[src/rtl/sockit_fifo.sv]
// Single-clock valid/ready stream FIFO with arbitrary depth and an occupancy level output.
// Define SOCKIT_FIFO_BYP_EN to enable a combinational input-to-output path while empty.
module sockit_fifo #(
   parameter  int unsigned DW = 8,
   parameter  int unsigned FF = 4,
   localparam int unsigned CW = $clog2(FF + 1)
) (
   input  logic          clk,
   input  logic          rst,
   input  logic          clr,
   input  logic [DW-1:0] ffi_bus,
   input  logic          ffi_vld,
   output logic          ffi_rdy,
   output logic [DW-1:0] ffo_bus,
   output logic          ffo_vld,
   input  logic          ffo_rdy,
   output logic [CW-1:0] ffo_lvl
);

   localparam int unsigned PW = (FF > 1) ? $clog2(FF) : 1;

   logic [PW-1:0] r_wp;
   logic [PW-1:0] r_rp;
   logic [CW-1:0] r_cnt;
   logic          r_ffi_rdy;
   logic          r_ffo_vld;
   logic [DW-1:0] r_mem [FF];

   logic [PW-1:0] w_wp_nxt;
   logic [PW-1:0] w_rp_nxt;
   logic [CW-1:0] w_cnt_nxt;
   logic          w_byp;
   logic          w_ffi_trn;
   logic          w_ffo_trn;
   logic          w_wr;
   logic          w_rd;

`ifdef SOCKIT_FIFO_BYP_EN
   // Gated by ffi_rdy so a word cannot reach the consumer without the producer's handshake.
   assign w_byp = (r_cnt == '0) & ~clr & r_ffi_rdy;
`else
   assign w_byp = 1'b0;
`endif

   assign ffi_rdy   = r_ffi_rdy;
   assign ffo_lvl   = r_cnt;
   assign ffo_vld   = w_byp ? ffi_vld : r_ffo_vld;
   assign ffo_bus   = w_byp ? ffi_bus : r_mem[r_rp];

   assign w_ffi_trn = ffi_vld & r_ffi_rdy;
   assign w_ffo_trn = ffo_vld & ffo_rdy;

   // A bypassed word taken by the consumer in the same cycle is never stored.
   assign w_wr      = w_ffi_trn & ~(w_byp & w_ffo_trn);
   assign w_rd      = w_ffo_trn & ~w_byp;

   assign w_wp_nxt  = (r_wp == PW'(FF - 1)) ? '0 : r_wp + PW'(1);
   assign w_rp_nxt  = (r_rp == PW'(FF - 1)) ? '0 : r_rp + PW'(1);

   always_comb begin
      w_cnt_nxt = r_cnt;
      case ({w_wr, w_rd})
         2'b10:   w_cnt_nxt = r_cnt + CW'(1);
         2'b01:   w_cnt_nxt = r_cnt - CW'(1);
         default: w_cnt_nxt = r_cnt;
      endcase
   end

   always_ff @(posedge clk or negedge rst) begin
      if (!rst) begin
         r_wp      <= '0;
         r_rp      <= '0;
         r_cnt     <= '0;
         r_ffi_rdy <= 1'b0;
         r_ffo_vld <= 1'b0;
      end else if (clr) begin
         r_wp      <= '0;
         r_rp      <= '0;
         r_cnt     <= '0;
         r_ffi_rdy <= 1'b1;
         r_ffo_vld <= 1'b0;
      end else begin
         if (w_wr) r_wp <= w_wp_nxt;
         if (w_rd) r_rp <= w_rp_nxt;
         r_cnt     <= w_cnt_nxt;
         r_ffi_rdy <= (w_cnt_nxt < CW'(FF));
         r_ffo_vld <= (w_cnt_nxt != '0);
      end
   end

   always_ff @(posedge clk) begin
      if (w_wr & ~clr) r_mem[r_wp] <= ffi_bus;
   end

endmodule

[config.mk]
export PLATFORM = sky130hd
export DESIGN_NAME = sockit_fifo
export DESIGN_NICKNAME = d
export VERILOG_FILES = /design/src/rtl/sockit_fifo.sv
export SDC_FILE = /design/constraint.sdc
export NUM_CORES = 1
export LEC_CHECK = 0
export BUFFER_PORTS_ARGS = -buffer_cell sky130_fd_sc_hd__clkbuf_2
export CORE_ASPECT_RATIO = 1.75
export CORE_MARGIN = 1
export CORE_UTILIZATION = 24
export CTS_BUF_LIST = sky130_fd_sc_hd__clkbuf_8
export DETAILED_ROUTE_END_ITERATION = 10
export GPL_ROUTABILITY_DRIVEN = 0
export PLACE_DENSITY = 0.46
export SETUP_SLACK_MARGIN = 0.4
export SYNTH_ARGS = -nofsm -noshare
export SYNTH_HDL_FRONTEND = slang
export SYNTH_SLANG_ARGS = --single-unit
[constraint.sdc]
create_clock -name clk -period 2.03 [get_ports clk]
set_input_delay 0.609 -clock clk [delete_from_list [all_inputs] [get_ports clk]]
set_output_delay 0.609 -clock clk [all_outputs]
set_load 0.005 [all_outputs]
[Word level (Yosys, flattened, before mapping)]
Memories as Yosys holds them, arrays and structs flattened.
Index checks and enable logic that the tools add are counted.
Word-level totals
  register bits after elaboration: 9
  bits in writable memories: 32
  memories kept: 1
Cells by class
  add/sub/neg operators: 4
  $lt $le $gt $ge: 1
  equal/unequal tests: 4
  muxes and demuxes: 12
  bitwise gates (word level): 4
  reduce and logical (&&, ||, !) cells: 3
Memories
  r_mem: words 4, bits a word 8, rd ports 1, clocked after Yosys merged registers in 0, write ports 1, line 27  | logic [DW-1:0] r_mem [FF];
Operator list (number)
  $mux 2: 6
  $eq 2x2->1 const B: 3
  $pmux 3 s2: 1
  $add 2x1->2 const B: 2
  $mux 1: 4
  $reduce_bool 2->1: 2
  $add 3x1->3 const B: 1
  $and 1x1->1: 3
  $lt 3x3->1 const B: 1
  $mux 3: 1
  $reduce_bool 3->1: 1
  $sub 3x1->3 const B: 1
  $eq 2x1->1 const B: 1
  $not 1->1: 1

[Logic depth before layout (Yosys ltp)]
  depth in word-level cells: 5
  gate-level depth with buffers: 7
  gate-level depth less buffers: 7

[Worst setup path before layout]
OpenSTA, ideal clock, no wires.
  kind: in2reg
  start point: input port ffo_rdy
  end point: register r_ffo_vld, in the netlist ffo_vld
  arrival time: 2.067 ns
  data required time: 1.901 ns
  setup slack: -0.166 ns
  stages: 7
  buffers on the path: 0
  path through: nand2_1 inv_1 ha_1 fa_1 xnor2_1 o211a_1 a2111o_1
On the way
  word-level cells in the longest chain between the ends: 5
  elaborated cells between the ends (all ways): 6
Ends and longest elaborated chain
  from (decl): line 16  | input logic ffo_rdy,
  $and 1x1->1 *: line 51  | assign w_ffo_trn = ffo_vld & ffo_rdy;
  $eq 2x1->1 or $eq 2x2->1 (tied branches): line 62  | case ({w_wr, w_rd})
  $pmux 3 s2 *: line 62
  $reduce_bool 3->1 *: line 87  | r_ffo_vld <= (w_cnt_nxt != '0);
  $mux 1 *: line 76  | end else if (clr) begin
  to (signal assigned): line 87
  to (decl): line 26  | logic r_ffo_vld;
Mark *: on every way between the ends. The rest lies on a longest branch, timed or not.
A chain may end at the register's enable or synchronous reset.

[Worst setup path in the final report]
  start point: register r_rp[0]
  end point: output port ffo_bus[5]
On the way
  word-level cells in the longest chain between the ends: 1
Ends and longest elaborated chain
  from (decl): line 23  | logic [PW-1:0] r_rp;
  from (signal assigned): line 84  | if (w_rd) r_rp <= w_rp_nxt;
  $mem_v2 4x8
  to (decl): line 14  | output logic [DW-1:0] ffo_bus,
No other way between the ends.

==> results_dict.tcl <==
set metrics [dict create \
    drc 0 \
    period_needed_ns 2.08 \
    drtIter0Drc 34 \
    critical_path.slowest_cell "mux4_2" \
    fin_hold_ws_ns 0.179 \
    ys.flop_type "edfxtp_1" \
    grt_pass1_wl_um 4800 \
    clk_latency_ns 0.29 \
    regToRegSetupSlack_ns 0.15 \
    dieArea_mm2 0.00729 \
    clock_sinks 41 \
    worstRegToRegCells 7 \
    ys_ff_latch 41 \
    avgSynthCellArea_um2 17.9 \
    yosysUniqueCellTypes 19 \
    grt_max_degree 14 \
    via_count 927 \
    cts_buffers 5 \
    place.port_buffers 25 \
    num_antenna_cells 0 \
    ant_nets 0 \
    ctsHoldBuffers 0 \
    syn-instance-count 93 \
    setup_viol 8 \
    slew_viol_final 0 \
    fmax_ghz 0.482 \
    htreeDepth 2 \
    yosysSeqAreaShare 0.712 \
    crit_fanout 8 \
    hold_viol_final 0 \
    rows 39 \
    ir_worst_vdd_mv 0.476 \
    period_share 1.02 \
    die_w_um 65.0 \
    ios 26 \
    final_area_mm2 0.00221 \
    cp_data_required_time_ns 1.42 \
    fillers 674 \
    p_total_uw 2280 \
    syn_nets 113 \
    status "finished, violations left" \
    maxCapViolations 0 \
    syn-cell-area_mm2 0.00167 \
    cts_buffer_depth 2 \
    die_h_um 112 \
    core_mm2 0.00664 \
    synth-async-reset-ratio 0.220 \
    synth_edf_count 32 \
    hold_path.class "input pin to async pin" \
    instances_no_fill 220 \
    worstSetupEndpoint "ffo_bus[5]" \
    drive_gt1_frac 0.464 \
    critPathCaptureType "output port" \
    intPower_uw 1690 \
    antenna_found_initial 0 \
    critPathArrivalTime_ns 1.47 \
    slowest_delay_ns 0.51 \
    first_pass_iters 3 \
    yosysTopAreaCell "edfxtp_1" \
    p_switching_uw 592 \
    path_class "flip-flop to output port" \
    root_buffer "clkbuf_8" \
    start_util 0.251 \
    p_leak_uw 0.000865 \
    p_clk_frac 0.276 \
    synth.yosys.warnings 0 \
    overflow 0 \
    slew_headroom 0.735 \
    rr_startpoint "ffo_vld$_DFF_PN0_" \
    ys_top_cells_by_area "edfxtp_1 (58%), dfrtp_1 (14%), mux4_2 (11%), ha_1 (4.5%), nor2_1 (2.0%)" \
    tritoncts "done" \
    grt_pass1_vias 1031 \
    skew_ns 0.00314 \
    wl_per_cell_um 13.3 \
    rsz0062_at_grt "true" \
    power_frac_seq 0.473 \
    synth_top_area_frac 0.577 \
    setup_ws_ns -0.0461 \
    placedCellCount 208 \
    cp-startpoint "r_rp[0]$_DFFE_PN0P_" \
    dpl.hpwl_um 2120 \
    violations "setup timing" \
    sw_frac_of_total 0.260 \
    worst_slew_pin_slew_ns 0.397 \
    path_cells "buf_12, mux4_2, clkbuf_2" \
    crit_path_start_kind "flip-flop" \
    layout.nets 157 \
    path_clk_slew_ns 0.07 \
    timing.rr.end "ffo_vld$_DFF_PN0_" \
    routed_wl_um 2930 \
    postPlaceCellArea_mm2 0.00205 \
    area_delta_synth_final_pct 32.6 \
    track_usage 0.0891 \
    power_density_mw_per_mm2 1030 \
    tns_ns -0.217 \
    pwr-share-comb 0.250 \
    viasPerCell 4.21 \
]
## through the flow
stage	setup WS [ns]	util
6_report	-0.0461	0.333
3_3_place_gp	-0.127	0.309
2_1_floorplan	0.0374	-
4_1_cts	-0.0739	0.330
5_1_grt	-0.100	0.333
3_5_place_dp	-0.177	0.309
## flip-flops by register name, summed over array words and instances, names as in the netlist
register  cells
r_rp          2
ffo_lvl       3
ffo_vld       1
ffi_rdy       1
r_mem        32
r_wp          2
## metal layers
layer | vias up | track usage | routed length, µm
met3 | 5 | 0.0244 | 113
met5 | - | 0 | 0
li1 | 435 | - | -
met2 | 26 | 0.165 | 1650
met4 | 0 | 0.0356 | 44
met1 | 461 | 0.0912 | 1120
## power groups by stage
stage	logic, µW	clock network [µW]	registers (µW)
after CTS	563	650	1080
after detailed placement	524	0	1100
after global placement	520	0	1090
after floorplan	317	0	1080
after global routing	631	679	1090
final	570	629	1080
## worst min-delay path by stage
stage / depth (start not counted) / to / from
global placement: 1 / ffo_lvl[0]$_DFF_PN0_ / rst
detailed placement: 1 / ffo_lvl[1]$_DFF_PN0_ / rst
finish: 1 / ffo_lvl[0]$_DFF_PN0_ / rst
floorplan: 0 / ffi_rdy$_DFF_PN0_ / rst
global route: 1 / ffo_lvl[0]$_DFF_PN0_ / rst
CTS: 1 / ffo_lvl[2]$_DFF_PN0_ / rst
## cell families after synthesis
kind of cell | share of synthesized area
buffers and inverters | 0.0173
AND/OR/NAND/NOR | 0.0503
XOR/XNOR | 0.0105
multiplexers | 0.126
flip-flops | 0.712
AO/OA/AOI/OAI | 0.0270
adder cells (fa/ha/maj) | 0.0571
## area by class of cell
| cell class | instances | area (µm²) | share of cell area |
|---|---|---|---|
| clock inverter | 3 | 41.3 | 0.0187 |
| timing repair buffer | 40 | 283 | 0.128 |
| clock buffer | 5 | 68.8 | 0.0311 |
| tap | 82 | 103 | 0.0464 |
| inverter | 4 | 17.5 | 0.00793 |
| multi-input combinational | 45 | 509 | 0.230 |
| sequential | 41 | 1190 | 0.537 |
## cells in the mapped netlist (2+ instances only)
master,instances
mux4_2,8
nand3_1,2
mux2i_1,3
nand2_1,4
buf_2,2
nor2_1,9
dfrtp_1,9
a21oi_1,3
and2_1,4
inv_1,4
ha_1,6
edfxtp_1,32
## placed cells by master, fill, tap and decap left out
master,Yosys,final
a21o_2,1,1
bufinv_16,0,1
nor2_1,9,9
inv_1,4,3
buf_12,0,3
nand2_4,0,1
a21oi_1,3,2
mux4_2,8,8
ha_4,0,1
clkbuf_2,0,25
nand3_1,2,2
clkinv_1,0,1
nand2_1,4,2
dfrtp_1,9,8
dfrtp_2,0,1
fa_2,0,1
ha_1,6,5
a21oi_4,0,1
mux2i_1,3,3
clkinvlp_4,0,1
xnor2_2,0,1
and2_1,4,4
edfxtp_1,32,32
o211a_1,1,1
a2111o_1,1,1
clkbuf_8,0,5
nand2_8,0,1
buf_6,0,2
buf_4,0,10
xor2_1,1,1
inv_4,0,1
## what timing repair did
item                                    4_1_cts  5_1_grt
endpoints found under the setup margin       11       12
pin swaps                                     2        0
resized for setup                             3        2
cloned                                        0        0
hold endpoints to repair                      0        0
setup buffers                                 3        1
## worst max-delay path: cells and delay by family (launching register included)
family / cells / cell delay, ns
DFF: 1 / 0.39
buffers and inverters: 2 / 0.28
muxes: 1 / 0.51
Note: power is estimated with default switching activity, not from simulation.
